### src/rtl/feeder_pkg.sv
// feeder_pkg: shared types and constants for the feeder_loader slice.
//   feeder_state_e : loader FSM states. The names carry an S_ prefix so that
//                    S_GAP does not collide with the GAP module parameter.
//   BYTE_W         : width of one input byte.
//   DEF_BYTES      : default bytes per burst.
//   BURST_W        : default burst word width (DEF_BYTES * BYTE_W).
package feeder_pkg;

  localparam int BYTE_W    = 8;
  localparam int DEF_BYTES = 7;
  localparam int BURST_W   = DEF_BYTES * BYTE_W;

  typedef enum logic [2:0] {
    S_IDLE,
    S_LOAD,
    S_SHIFT,
    S_GAP,
    S_DONE
  } feeder_state_e;

endpackage

### src/rtl/feeder_loader_if.sv
// feeder_loader_if: groups the byte-stream handshake and the data_feeder drive
// signals.
//   slave  : the loader's view. It receives in_valid/in_data/flush and drives
//            in_ready and the feed_* / busy / burst_done outputs.
//   master : the view of the producer/consumer environment.
interface feeder_loader_if #(
  parameter int BYTES = feeder_pkg::DEF_BYTES
);
  import feeder_pkg::*;

  logic                      in_valid;
  logic                      in_ready;
  logic [BYTE_W-1:0]         in_data;
  logic                      flush;
  logic                      feed_load;
  logic [BYTES*BYTE_W-1:0]   feed_data;
  logic                      feed_enable;
  logic                      busy;
  logic                      burst_done;

  modport slave (
    input  in_valid, in_data, flush,
    output in_ready, feed_load, feed_data, feed_enable, busy, burst_done
  );

  modport master (
    output in_valid, in_data, flush,
    input  in_ready, feed_load, feed_data, feed_enable, busy, burst_done
  );

endinterface

### src/rtl/byte_packer.sv
// byte_packer: collects bytes MSB-first into a BYTES-wide pack register.
//   clk, reset : clock, asynchronous active-low reset
//   in_valid   : in_data holds a byte
//   in_data    : input byte
//   flush      : close a partial pack (the unfilled low bytes stay zero)
//   take       : the consumer copies the pack this cycle; clears it
//   in_ready   : pack_cnt < BYTES
//   full       : pack_cnt == BYTES
//   pack       : the pack contents
module byte_packer
  import feeder_pkg::*;
#(
  parameter int BYTES = DEF_BYTES
) (
  input  logic                    clk,
  input  logic                    reset,
  input  logic                    in_valid,
  input  logic [BYTE_W-1:0]       in_data,
  input  logic                    flush,
  input  logic                    take,
  output logic                    in_ready,
  output logic                    full,
  output logic [BYTES*BYTE_W-1:0] pack
);

  localparam int DATA_W = BYTES * BYTE_W;
  localparam int CNT_W  = $clog2(BYTES + 1);
  localparam logic [CNT_W-1:0] CNT_FULL = CNT_W'(BYTES);

  logic [CNT_W-1:0] pack_cnt_reg;
  logic [CNT_W-1:0] cnt_after;
  logic             xfer;

  assign in_ready  = (pack_cnt_reg < CNT_FULL);
  assign full      = (pack_cnt_reg == CNT_FULL);
  assign xfer      = in_valid && in_ready;
  // The count including a byte transferring this cycle. Flush acts on this
  // value, so a byte that arrives together with flush is kept.
  assign cnt_after = pack_cnt_reg + CNT_W'(xfer);

  // take only arrives while the pack is full (in_ready = 0), so it can never
  // coincide with a transfer.
  always_ff @(posedge clk or negedge reset) begin
    if (!reset) begin
      pack_cnt_reg <= '0;
    end else if (take) begin
      pack_cnt_reg <= '0;
    end else if (flush && (cnt_after != '0) && (cnt_after < CNT_FULL)) begin
      pack_cnt_reg <= CNT_FULL;
    end else begin
      pack_cnt_reg <= cnt_after;
    end
  end

  // One register per byte slot. Slot gi holds the gi-th byte of the burst,
  // which sits at the top end of the word. Slots are cleared on take, so
  // flush padding needs no extra logic: unfilled slots are already zero.
  for (genvar gi = 0; gi < BYTES; gi++) begin : g_slot
    logic [BYTE_W-1:0] slot_reg;

    always_ff @(posedge clk or negedge reset) begin
      if (!reset) begin
        slot_reg <= '0;
      end else if (take) begin
        slot_reg <= '0;
      end else if (xfer && (pack_cnt_reg == CNT_W'(gi))) begin
        slot_reg <= in_data;
      end
    end

    assign pack[DATA_W-1-gi*BYTE_W -: BYTE_W] = slot_reg;
  end

endmodule

### src/rtl/feeder_loader.sv
// feeder_loader: packs a byte stream into BYTES-byte bursts and drives
// data_feeder with a load pulse, the held burst word and a spaced train of
// shift enables. The next burst is packed while the current one is shifted.
//   clk, reset      : clock, asynchronous active-low reset
//   bus.in_valid    : in_data holds a byte
//   bus.in_ready    : the packer can accept a byte
//   bus.in_data     : input byte
//   bus.flush       : close a partial burst, zero padded
//   bus.feed_load   : one-cycle load pulse to data_feeder
//   bus.feed_data   : burst word, held from one load to the next
//   bus.feed_enable : shift enable, SHIFTS pulses, each followed by GAP idle cycles
//   bus.busy        : high in LOAD, SHIFT, GAP and DONE
//   bus.burst_done  : one-cycle pulse after the last shift's gap
module feeder_loader
  import feeder_pkg::*;
#(
  parameter int BYTES  = DEF_BYTES,
  parameter int SHIFTS = 6,
  parameter int GAP    = 1
) (
  input  logic            clk,
  input  logic            reset,
  feeder_loader_if.slave  bus
);

  localparam int DATA_W = BYTES * BYTE_W;
  localparam int SC_W   = $clog2(SHIFTS + 1);
  localparam logic [SC_W-1:0] SHIFTS_C = SC_W'(SHIFTS);
  // The gap counter counts down to zero, so it is loaded with GAP-1.
  localparam logic [3:0] GAP_LAST = 4'((GAP == 0) ? 0 : GAP - 1);

  feeder_state_e     state_reg;
  logic [SC_W-1:0]   shift_cnt_reg;
  logic [SC_W-1:0]   shift_inc;
  logic [3:0]        gap_cnt_reg;
  logic [DATA_W-1:0] feed_data_reg;
  logic              feed_load_reg;
  logic              feed_enable_reg;
  logic              busy_reg;
  logic              burst_done_reg;

  logic              pack_full;
  logic [DATA_W-1:0] pack;
  logic              take;

  // The pack is copied out when the FSM is free for a new burst. That happens
  // in IDLE, or straight out of DONE when the next burst is already waiting.
  assign take      = pack_full && ((state_reg == S_IDLE) || (state_reg == S_DONE));
  assign shift_inc = shift_cnt_reg + 1'b1;

  byte_packer #(
    .BYTES (BYTES)
  ) u_packer (
    .clk      (clk),
    .reset    (reset),
    .in_valid (bus.in_valid),
    .in_data  (bus.in_data),
    .flush    (bus.flush),
    .take     (take),
    .in_ready (bus.in_ready),
    .full     (pack_full),
    .pack     (pack)
  );

  // The outputs are registered, so each branch sets the values the outputs
  // will hold during the state being entered.
  always_ff @(posedge clk or negedge reset) begin
    if (!reset) begin
      state_reg       <= S_IDLE;
      shift_cnt_reg   <= '0;
      gap_cnt_reg     <= '0;
      feed_data_reg   <= '0;
      feed_load_reg   <= 1'b0;
      feed_enable_reg <= 1'b0;
      busy_reg        <= 1'b0;
      burst_done_reg  <= 1'b0;
    end else begin
      feed_load_reg   <= 1'b0;
      feed_enable_reg <= 1'b0;
      burst_done_reg  <= 1'b0;
      case (state_reg)
        S_IDLE: begin
          if (pack_full) begin
            feed_data_reg <= pack;
            feed_load_reg <= 1'b1;
            busy_reg      <= 1'b1;
            state_reg     <= S_LOAD;
          end
        end
        S_LOAD: begin
          shift_cnt_reg   <= '0;
          feed_enable_reg <= 1'b1;
          state_reg       <= S_SHIFT;
        end
        S_SHIFT: begin
          shift_cnt_reg <= shift_inc;
          if (GAP > 0) begin
            gap_cnt_reg <= GAP_LAST;
            state_reg   <= S_GAP;
          end else if (shift_inc == SHIFTS_C) begin
            burst_done_reg <= 1'b1;
            state_reg      <= S_DONE;
          end else begin
            // With no gap, the enables run on consecutive cycles.
            feed_enable_reg <= 1'b1;
          end
        end
        S_GAP: begin
          if (gap_cnt_reg != '0) begin
            gap_cnt_reg <= gap_cnt_reg - 1'b1;
          end else if (shift_cnt_reg == SHIFTS_C) begin
            burst_done_reg <= 1'b1;
            state_reg      <= S_DONE;
          end else begin
            feed_enable_reg <= 1'b1;
            state_reg       <= S_SHIFT;
          end
        end
        S_DONE: begin
          if (pack_full) begin
            feed_data_reg <= pack;
            feed_load_reg <= 1'b1;
            state_reg     <= S_LOAD;
          end else begin
            busy_reg  <= 1'b0;
            state_reg <= S_IDLE;
          end
        end
        default: begin
          busy_reg  <= 1'b0;
          state_reg <= S_IDLE;
        end
      endcase
    end
  end

  assign bus.feed_data   = feed_data_reg;
  assign bus.feed_load   = feed_load_reg;
  assign bus.feed_enable = feed_enable_reg;
  assign bus.busy        = busy_reg;
  assign bus.burst_done  = burst_done_reg;

endmodule

### src/flat_wrapper.sv
// flat-port wrapper written by rule: the top's interface ports become plain ports
module feeder_loader_flat import feeder_pkg::*;
#(
  parameter int BYTES  = DEF_BYTES,
  parameter int SHIFTS = 6,
  parameter int GAP    = 1
)
  (clk, reset, bus_in_valid, bus_in_data, bus_flush, bus_in_ready, bus_feed_load, bus_feed_data, bus_feed_enable, bus_busy, bus_burst_done);
  feeder_loader_if #(.BYTES(BYTES)) bus_i ();
  input  logic clk;
  input  logic reset;
  input wire logic [$bits(bus_i.in_valid)-1:0] bus_in_valid;
  input wire logic [$bits(bus_i.in_data)-1:0] bus_in_data;
  input wire logic [$bits(bus_i.flush)-1:0] bus_flush;
  output wire logic [$bits(bus_i.in_ready)-1:0] bus_in_ready;
  output wire logic [$bits(bus_i.feed_load)-1:0] bus_feed_load;
  output wire logic [$bits(bus_i.feed_data)-1:0] bus_feed_data;
  output wire logic [$bits(bus_i.feed_enable)-1:0] bus_feed_enable;
  output wire logic [$bits(bus_i.busy)-1:0] bus_busy;
  output wire logic [$bits(bus_i.burst_done)-1:0] bus_burst_done;
  assign bus_i.in_valid = bus_in_valid;
  assign bus_i.in_data = bus_in_data;
  assign bus_i.flush = bus_flush;
  assign bus_in_ready = bus_i.in_ready;
  assign bus_feed_load = bus_i.feed_load;
  assign bus_feed_data = bus_i.feed_data;
  assign bus_feed_enable = bus_i.feed_enable;
  assign bus_busy = bus_i.busy;
  assign bus_burst_done = bus_i.burst_done;
  feeder_loader #(.BYTES(BYTES), .SHIFTS(SHIFTS), .GAP(GAP)) u_core (.clk(clk), .reset(reset), .bus(bus_i));
endmodule
### config.mk
export PLATFORM = sky130hd
export DESIGN_NAME = feeder_loader_flat
export DESIGN_NICKNAME = d
export VERILOG_FILES = /design/src/rtl/feeder_pkg.sv /design/src/rtl/feeder_loader_if.sv /design/src/rtl/byte_packer.sv /design/src/rtl/feeder_loader.sv /design/src/flat_wrapper.sv
export SDC_FILE = /design/constraint.sdc
export NUM_CORES = 1
export LEC_CHECK = 0
export ABC_AREA = 1
export BUFFER_PORTS_ARGS = -buffer_cell sky130_fd_sc_hd__buf_4
export CORE_UTILIZATION = 55
export CTS_BUF_LIST = sky130_fd_sc_hd__clkbuf_8
export DETAILED_ROUTE_END_ITERATION = 12
export PLACE_DENSITY = 0.79
export SYNTH_ARGS = -nofsm -noshare
export SYNTH_HDL_FRONTEND = slang
export SYNTH_HIERARCHICAL = 1
export SYNTH_SLANG_ARGS = --single-unit
### constraint.sdc
create_clock -name clk -period 2.5 [get_ports clk]
set_input_delay 0 -clock clk [delete_from_list [all_inputs] [get_ports clk]]
set_output_delay 0 -clock clk [all_outputs]
set_load 0.01 [all_outputs]
==> metrics.txt, run 1 <==
status=complete, no violations; Starting Density=0.567; period utilization=0.916; max_cap viols=0; CP Class=reg2reg; htree depth=4; Least-Margin Pin Slew=0.594 ns; highest-delay cell along the critical path=buf_4; Synth top area share=0.619; CTS tree=done; simple-gate portion of the synthesized area=0.224; clk slew on worst S/H paths=0.07 ns; Worst path depth=8; RSZ-0062 raised after global routing=false; hold_sp=bus_in_data[5]; CP max stage delay=0.50 ns; drt pass-1 iters=6; Die W=99.4 um; VDD IR max=665 uV; CP Capture Type=flop; number of synthesized register bits=129; setup TNS=0 ns; Port Buffers=72; Tmin final=2.29 ns; Synth Area in Adders=0.0144; largest family of logic cells by synthesized area=simple AND/OR/NAND/NOR gates; Max Clock Freq=0.437 GHz; Synth Area in XOR/XNOR=0.00336; Logic pwr share=0.335; pwr/cell area=1250 mW/mm2; syn_nets=588; crit-path most repeated cell=buf_4; Clock power frac=0.232; CP bufs+invs=4; Slew headroom=0.604; internal power=0.00488 W; clk_skew=0.00883 ns; Sw Pwr=0.00288 W; vias=4081; Avg Cell Area, Syn=9.14 um2; final-report hold violation count=0; post-synth top area cell=dfrtp_1; crit path from=u_core/u_packer/pack_cnt_reg[2]; post-route ant nets=0; library cells used by synthesis=26; worst min path class=in2reg; # Post-CTS Setup Buffers=0; Final Setup Violations=0; Reg power frac=0.433; vias in the first global route=3951; Antenna Cells=0; ratio of cells with drive above 1 in the final layout=0.173; nets@finish=661; CP max FO=60; Worst EP arrival=2.62 ns; CP required=2.83 ns; DR iter-0 viols=298; Critical Path Start Type=flop; clock sinks=129; # IOs=73; die area=0.00987 mm2; Num CTS Buffers=17; Area growth, synth to finish=18.9%; initial antenna violation count=0; cell count of the worst hold path=3; critical path cell sequence=nand2_1 -> nor2_1 -> inv_1 -> nor2_4 -> buf_4 -> inv_2 -> buf_4 -> a21oi_1; Min-Delay Endpoint=u_core/u_packer/g_slot[3].slot_reg[5]; Crit path max-delay family=buffers and inverters; Lkg Pwr=3.38 nW; synth warn=6; DRT Wirelength=11300 um; Via density=5.33; core region area=0.00920 mm2; WL/cell=14.8 um; Seq/Total Area, Yosys=0.619; mux share of post-synthesis cell area=0; total gr overflow=0; largest net degree at the start of global routing=88; synthesized netlist cell count=570; reg2reg path depth=8; CTS Root Cell=clkbuf_8; Clock Latency Late Sink=0.43 ns; switching share of power=0.371; Area contributors post-synth=dfrtp_1, nand2_1, nand3_1, o21ai_0, inv_1; Clock Path Buffers=2; die span in y=99.4 um; flop2flop setup slack=0.21 ns; Max Slew Vio Count=0; # rows=35; worst r2r src=u_core/u_packer/pack_cnt_reg[2]; # DRC=0; half-perimeter wire length after detailed placement=7300 um; Total GRT Usage=0.252; Final GP Congestion=0.855; R2R Path End=u_core/bus.busy; first-pass GRT wire length=19000 um; complex-gate fraction of the synthesized area=0.0732; cell area after synthesis=0.00521 mm2; WHS=0.0384 ns
layout by cell type, fill, tap and decap left out, drive strengths merged:
cell	Yosys	layout
clkinv	0	6
nor3	2	2
ha	6	6
nand2	224	224
xor2	1	1
nor2	12	12
inv	47	49
a21oi	3	3
clkbuf	1	19
o31ai	1	1
xnor2	1	1
o21bai	1	1
dlygate4sd3	0	3
buf	23	75
o21ai	66	66
clkinvlp	0	1
bufinv	0	3
nand3	52	52
o22ai	1	1
dfrtp	129	129
cell families after synthesis:
| logic type | count (synthesis) |
|---|---|
| AOI/OAI and AO/OA | 72 |
| xor gates and xnor gates | 2 |
| adders and majority gates | 6 |
| buffers and inverters | 71 |
| DFF | 129 |
| and+or+nand+nor | 290 |
worst reg2reg max path, delay by kind of cell (launching register included):
family                 cells  cell delay [ns]
AO/OA/AOI/OAI              1             0.27
buffers and inverters      4             0.99
flip-flops                 1             0.47
AND/OR/NAND/NOR            3             0.46
power by group through the flow:
stage	Clock, W	Combinational (W)	Sequential, W
floorplan	0	0.00160	0.00341
global placement	0	0.00246	0.00336
detailed placement	0	0.00257	0.00338
CTS	0.00183	0.00261	0.00336
global route	0.00192	0.00294	0.00344
finish	0.00180	0.00260	0.00336
synthesized netlist by cell type (all sizes together):
| master | count |
|---|---|
| a21oi | 3 |
| buf | 23 |
| clkbuf | 1 |
| dfrtp | 129 |
| ha | 6 |
| inv | 47 |
| nand2 | 224 |
| nand3 | 52 |
| nor2 | 12 |
| nor3 | 2 |
| o21ai | 66 |
| o21bai | 1 |
| o22ai | 1 |
| o31ai | 1 |
| xnor2 | 1 |
| xor2 | 1 |
how the worst max path moves through the flow:
stage,end
CTS,u_core/u_packer/g_slot[5].slot_reg[4]
global placement,u_core/u_packer/g_slot[5].slot_reg[4]
detailed placement,u_core/u_packer/g_slot[5].slot_reg[4]
finish,u_core/bus.busy
global route,u_core/bus.busy
floorplan,u_core/u_packer/pack_cnt_reg[0]
cell type report:
class,instances,area [um2]
clock buffers,19,262
clock inverters,12,143
fillers,721,3000
inverters,47,179
multi-input cells,370,1640
flip-flops and latches,129,3230
well taps,111,139
repair buffers,78,606
metrics by stage:
step	total power [W]	util	setup slack [ns]	area [um2]	instances
detailed placement	0.00595	0.627	0.179	5760	732
finish	0.00776	0.674	0.210	6200	766
CTS	0.00780	0.674	0.141	6200	766
floorplan	0.00500	-	0.653	5210	570
global placement	0.00582	0.627	0.289	5760	732
global route	0.00830	0.674	0.0587	6200	766
metal layers:
layer  vias to the layer above  global-route usage  wire [um]
met4                         0               0.107        292
met2                       131               0.389       5380
met3                        27              0.0618        610
met5                         -                   0          0
li1                       1949                   -          -
met1                      1974               0.343       5050
repair_timing:
item / 4_1_cts / 5_1_grt
hold endpoints to repair: 47 / 0
endpoints found under the setup margin: 0 / 16
hold buffers: 3 / 0
resized for setup: 0 / 2
(Power assumes the default switching activity.)
==> inputs of run 2 (changes only) <==
RECOVER_POWER = 50   (was not set)
==> metrics.txt, run 2 (synthesized netlist as in run 1, its figures left out) <==
vias=4098; worst min path class=in2reg; most frequent cells in the layout=nand2_1, dfrtp_1, clkbuf_1, nand3_1, o21ai_0; vias in the first global route=3951; # IOs=73; area of the multi-input gates=0.00164 mm2; Logic pwr share=0.314; half-perimeter wire length after detailed placement=7300 um; total gr overflow=0; WL/cell=14.9 um; Lkg Pwr=3.14 nW; die span in y=99.4 um; switching share of power=0.383; # rows=35; largest net degree at the start of global routing=88; Filler cells=774; CP max FO=60; CP Class=reg2reg; Port Buffers=72; status=complete, no violations; Slew headroom=0.292; CTS Root Cell=clkbuf_8; Final GP Congestion=0.855; Sw Pwr=0.00288 W; ratio of cells with drive above 1 in the final layout=0.0809; Least-Margin Pin Slew=1.06 ns; Starting Density=0.567; first-pass GRT wire length=19000 um; Clock Path Buffers=2; Area growth, synth to finish=14.5%; Antenna Cells=0; nets@finish=661; Clock power frac=0.240; commonest non-fill, non-tap cell in the layout=nand2_1; final-report hold violation count=0; Max Slew Vio Count=0; clock sinks=129; internal power=0.00463 W; initial antenna violation count=0; Worst EP arrival=2.62 ns; clk slew on worst S/H paths=0.07 ns; CTS tree=done; # DRC=0; htree depth=4; pwr/cell area=1260 mW/mm2; RSZ-0062 raised after global routing=false; Tmin final=2.28 ns; Max Clock Freq=0.438 GHz; Reg power frac=0.446; DR iter-0 viols=294; CP required=2.83 ns; max_cap viols=0; die area=0.00987 mm2; FF/Latch Area=0.00323 mm2; # Post-CTS Setup Buffers=0; Final Core Density=0.649; Total GRT Usage=0.252; Finished Layout Cells=766; Critical Path Start Type=flop; CP Capture Type=flop; Num CTS Buffers=17; setup TNS=0 ns; Die W=99.4 um; Final Setup Violations=0; VDD IR max=666 uV; placed insts=732; clk_skew=0.00926 ns; post-route ant nets=0; period utilization=0.913; drt pass-1 iters=5; WHS=0.0281 ns; Clock Latency Late Sink=0.43 ns; core region area=0.00920 mm2; DRT Wirelength=11400 um; Via density=5.35
[run 2: layer usage]
metal | vias to the layer above | track usage | routed length [um]
li1 | 1949 | - | -
met1 | 1980 | 0.343 | 5060
met2 | 146 | 0.389 | 5420
met3 | 23 | 0.0618 | 630
met4 | 0 | 0.107 | 276
met5 | - | 0 | 0
[run 2: metrics by stage]
stage               setup WS (ns)  total power (W)  cell area (um2)
floorplan                   0.653          0.00500             5210
global placement            0.289          0.00582             5760
detailed placement          0.179          0.00595             5760
CTS                         0.141          0.00780             6200
global route               0.0587          0.00805             5970
finish                      0.218          0.00751             5970
[run 2: layout make-up]
class / instances / area share
clock buffer: 19 / 0.0438
clock inverter: 12 / 0.0239
inverter: 47 / 0.0300
multi-input combinational: 370 / 0.275
sequential: 129 / 0.541
tap: 111 / 0.0233
timing repair buffer: 78 / 0.0633
[run 2: worst paths after layout]
check                                                        end                             from  cells after the start  slack (ns)
max                                              u_core/bus.busy  u_core/u_packer/pack_cnt_reg[2]                      8        0.22
max in group asynchronous                  u_core/gap_cnt_reg[3]                            reset                      3        1.21
min                        u_core/u_packer/g_slot[3].slot_reg[3]                   bus_in_data[3]                      3        0.03
max reg2reg                                      u_core/bus.busy  u_core/u_packer/pack_cnt_reg[2]                      8        0.22
min in group asynchronous               u_core/bus.feed_data[19]                            reset                      2        0.30
min reg2reg                             u_core/bus.feed_data[47]         u_core/bus.feed_data[47]                      2        0.47
[run 2: repair_timing]
item                       4_1_cts  5_1_grt
setup endpoints to repair        0       16
hold buffers                     3        0
hold endpoints to repair        47        0
resized for setup                0        2
[run 2: critical path, cell delays in order, from the launching register on]
cell     delay [ns]
dfrtp_1        0.46
nand2_1        0.15
nor2_1         0.15
inv_1          0.11
nor2_4         0.16
buf_4          0.50
inv_2          0.04
buf_4          0.31
a21oi_1        0.26
[run 2: power by group through the flow]
stage               Sequential, W  Combinational (W)  Clock (W)
detailed placement        0.00338            0.00257          0
finish                    0.00335            0.00236    0.00180
floorplan                 0.00341            0.00160          0
CTS                       0.00336            0.00261    0.00183
global route              0.00344            0.00269    0.00192
global placement          0.00336            0.00246          0
==> inputs of run 3 (changes only) <==
CORE_UTILIZATION = 58   (was 55)
PLACE_DENSITY = 0.81   (was 0.79)
clock period = 2.8 ns   (was 2.5 ns; I/O delays follow)
==> metrics.txt, run 3 (synthesized netlist as in run 1, its figures left out) <==
FF/Latch Area=0.00323 mm2; pwr/cell area=1110 mW/mm2; first-pass GRT wire length=19100 um; M1 WL=5020 um; die span in y=96.8 um; worst min path class=in2reg; status=finished, violations left; Worst EP arrival=2.73 ns; Filler cells=707; internal power=0.00410 W; area of the multi-input gates=0.00164 mm2; initial antenna violation count=0; Final Core Density=0.685; Max Slew Vio Count=39; Top Metal Used=met4; total gr overflow=0; largest net degree at the start of global routing=92; most frequent cells in the layout=nand2_1, dfrtp_1, clkbuf_1, nand3_1, o21ai_0; Reg power frac=0.450; DR iter-0 viols=314; CP required=3.13 ns; highest-delay cell along the critical path=inv_2; period utilization=0.855; WHS=0.0607 ns; Starting Density=0.598; switching share of power=0.384; Clock Path Buffers=2; clock sinks=129; Clock Latency Late Sink=0.43 ns; CP max FO=52; crit path setup slack, layout=0.407 ns; CP bufs+invs=3; CP Class=reg2reg; vias in the first global route=3938; Final GP Congestion=0.816; ratio of cells with drive above 1 in the final layout=0.0807; Slew headroom=-0.435; Port Buffers=72; Via density=5.37; Num CTS Buffers=17; clk_skew=0.0110 ns; Critical Path Start Type=flop; core region area=0.00872 mm2; met3 wire length=694 um; final-report hold violation count=0; Die W=96.8 um; die area=0.00937 mm2; WL/cell=14.7 um; DRT Wirelength=11200 um; VDD IR max=547 uV; htree depth=4; Sw Pwr=0.00256 W; Clock power frac=0.238; Crit path max-delay family=buffers and inverters; setup TNS=0 ns; failing checks=capacitance limit, slew limit; Logic pwr share=0.312; DP Worst Slack=0.465 ns; Final Setup Violations=0; Least-Margin Pin Slew=2.15 ns; # rows=34; RSZ-0062 raised after global routing=false; # DRC=0; max_cap viols=1; half-perimeter wire length after detailed placement=7190 um; Lkg Pwr=3.13 nW; post-CTS sizing=0; CTS tree=done; vias=4108; nets@finish=662; critical path cell sequence=nand2_1 -> nor2_1 -> inv_1 -> nor2_4 -> inv_2 -> nand2_1 -> inv_1 -> nand2_1 -> o21ai_0; commonest non-fill, non-tap cell in the layout=nand2_1; Area growth, synth to finish=14.5%; CTS Root Cell=clkbuf_8; drt pass-1 iters=6; clk slew on worst S/H paths=0.07 ns; CP Capture Type=flop; Antenna Cells=0; Max Clock Freq=0.418 GHz; post-route ant nets=0; metal2 WL=5350 um; Tmin final=2.39 ns; # IOs=73; # Post-CTS Setup Buffers=0; crit-path most repeated cell=nand2_1; CP max stage delay=0.63 ns; Total GRT Usage=0.259
[run 3: cell type report]
cell class / count / area share
Timing Repair Buffer: 79 / 0.0648
Tap cell: 108 / 0.0226
Multi-Input combinational cell: 370 / 0.275
Inverter: 47 / 0.0295
Sequential cell: 129 / 0.541
Clock buffer: 21 / 0.0484
Clock inverter: 11 / 0.0189
[run 3: tightest hold or removal path, delay by kind of cell]
| family | cells | cell delay, ns |
|---|---|---|
| simple gates | 1 | 0.18 |
| compound gates | 1 | 0.18 |
| buf+inv | 1 | 0.09 |
[run 3: power groups by stage]
stage,Clock (W),Sequential (W),Combinational [W]
2_1_floorplan,0,0.00304,0.00142
3_3_place_gp,0,0.00300,0.00220
3_5_place_dp,0,0.00302,0.00228
4_1_cts,0.00161,0.00300,0.00230
5_1_grt,0.00169,0.00308,0.00237
6_report,0.00158,0.00299,0.00208
[run 3: repair_timing]
| action | in CTS | in global routing |
|---|---|---|
| setup endpoints to repair | 0 | 0 |
| endpoints found under the hold margin | 45 | 0 |
| hold buffers | 4 | 0 |
[run 3: worst paths after layout]
kind / from / to / slack [ns] / depth (start not counted)
max: u_core/u_packer/pack_cnt_reg[2] / u_core/u_packer/g_slot[6].slot_reg[1] / 0.41 / 9
max reg2reg: u_core/u_packer/pack_cnt_reg[2] / u_core/u_packer/g_slot[6].slot_reg[1] / 0.41 / 9
min reg2reg: u_core/bus.feed_data[48] / u_core/bus.feed_data[48] / 0.47 / 2
max in group asynchronous: reset / u_core/shift_cnt_reg[0] / 0.72 / 3
min: bus_in_data[3] / u_core/u_packer/g_slot[1].slot_reg[3] / 0.06 / 3
min in group asynchronous: reset / u_core/bus.feed_data[36] / 0.74 / 2
[run 3: layer usage]
layer,track usage,vias up
met2,0.394,138
met3,0.0513,19
met4,0.0941,0
met1,0.373,1999
li1,-,1952
met5,0,-
[run 3: metrics by stage]
stage	total power (W)	area (um2)	instances
6_report	0.00665	5970	765
5_1_grt	0.00714	5970	765
4_1_cts	0.00691	6200	765
3_5_place_dp	0.00530	5760	729
2_1_floorplan	0.00447	5210	570
3_3_place_gp	0.00520	5760	729
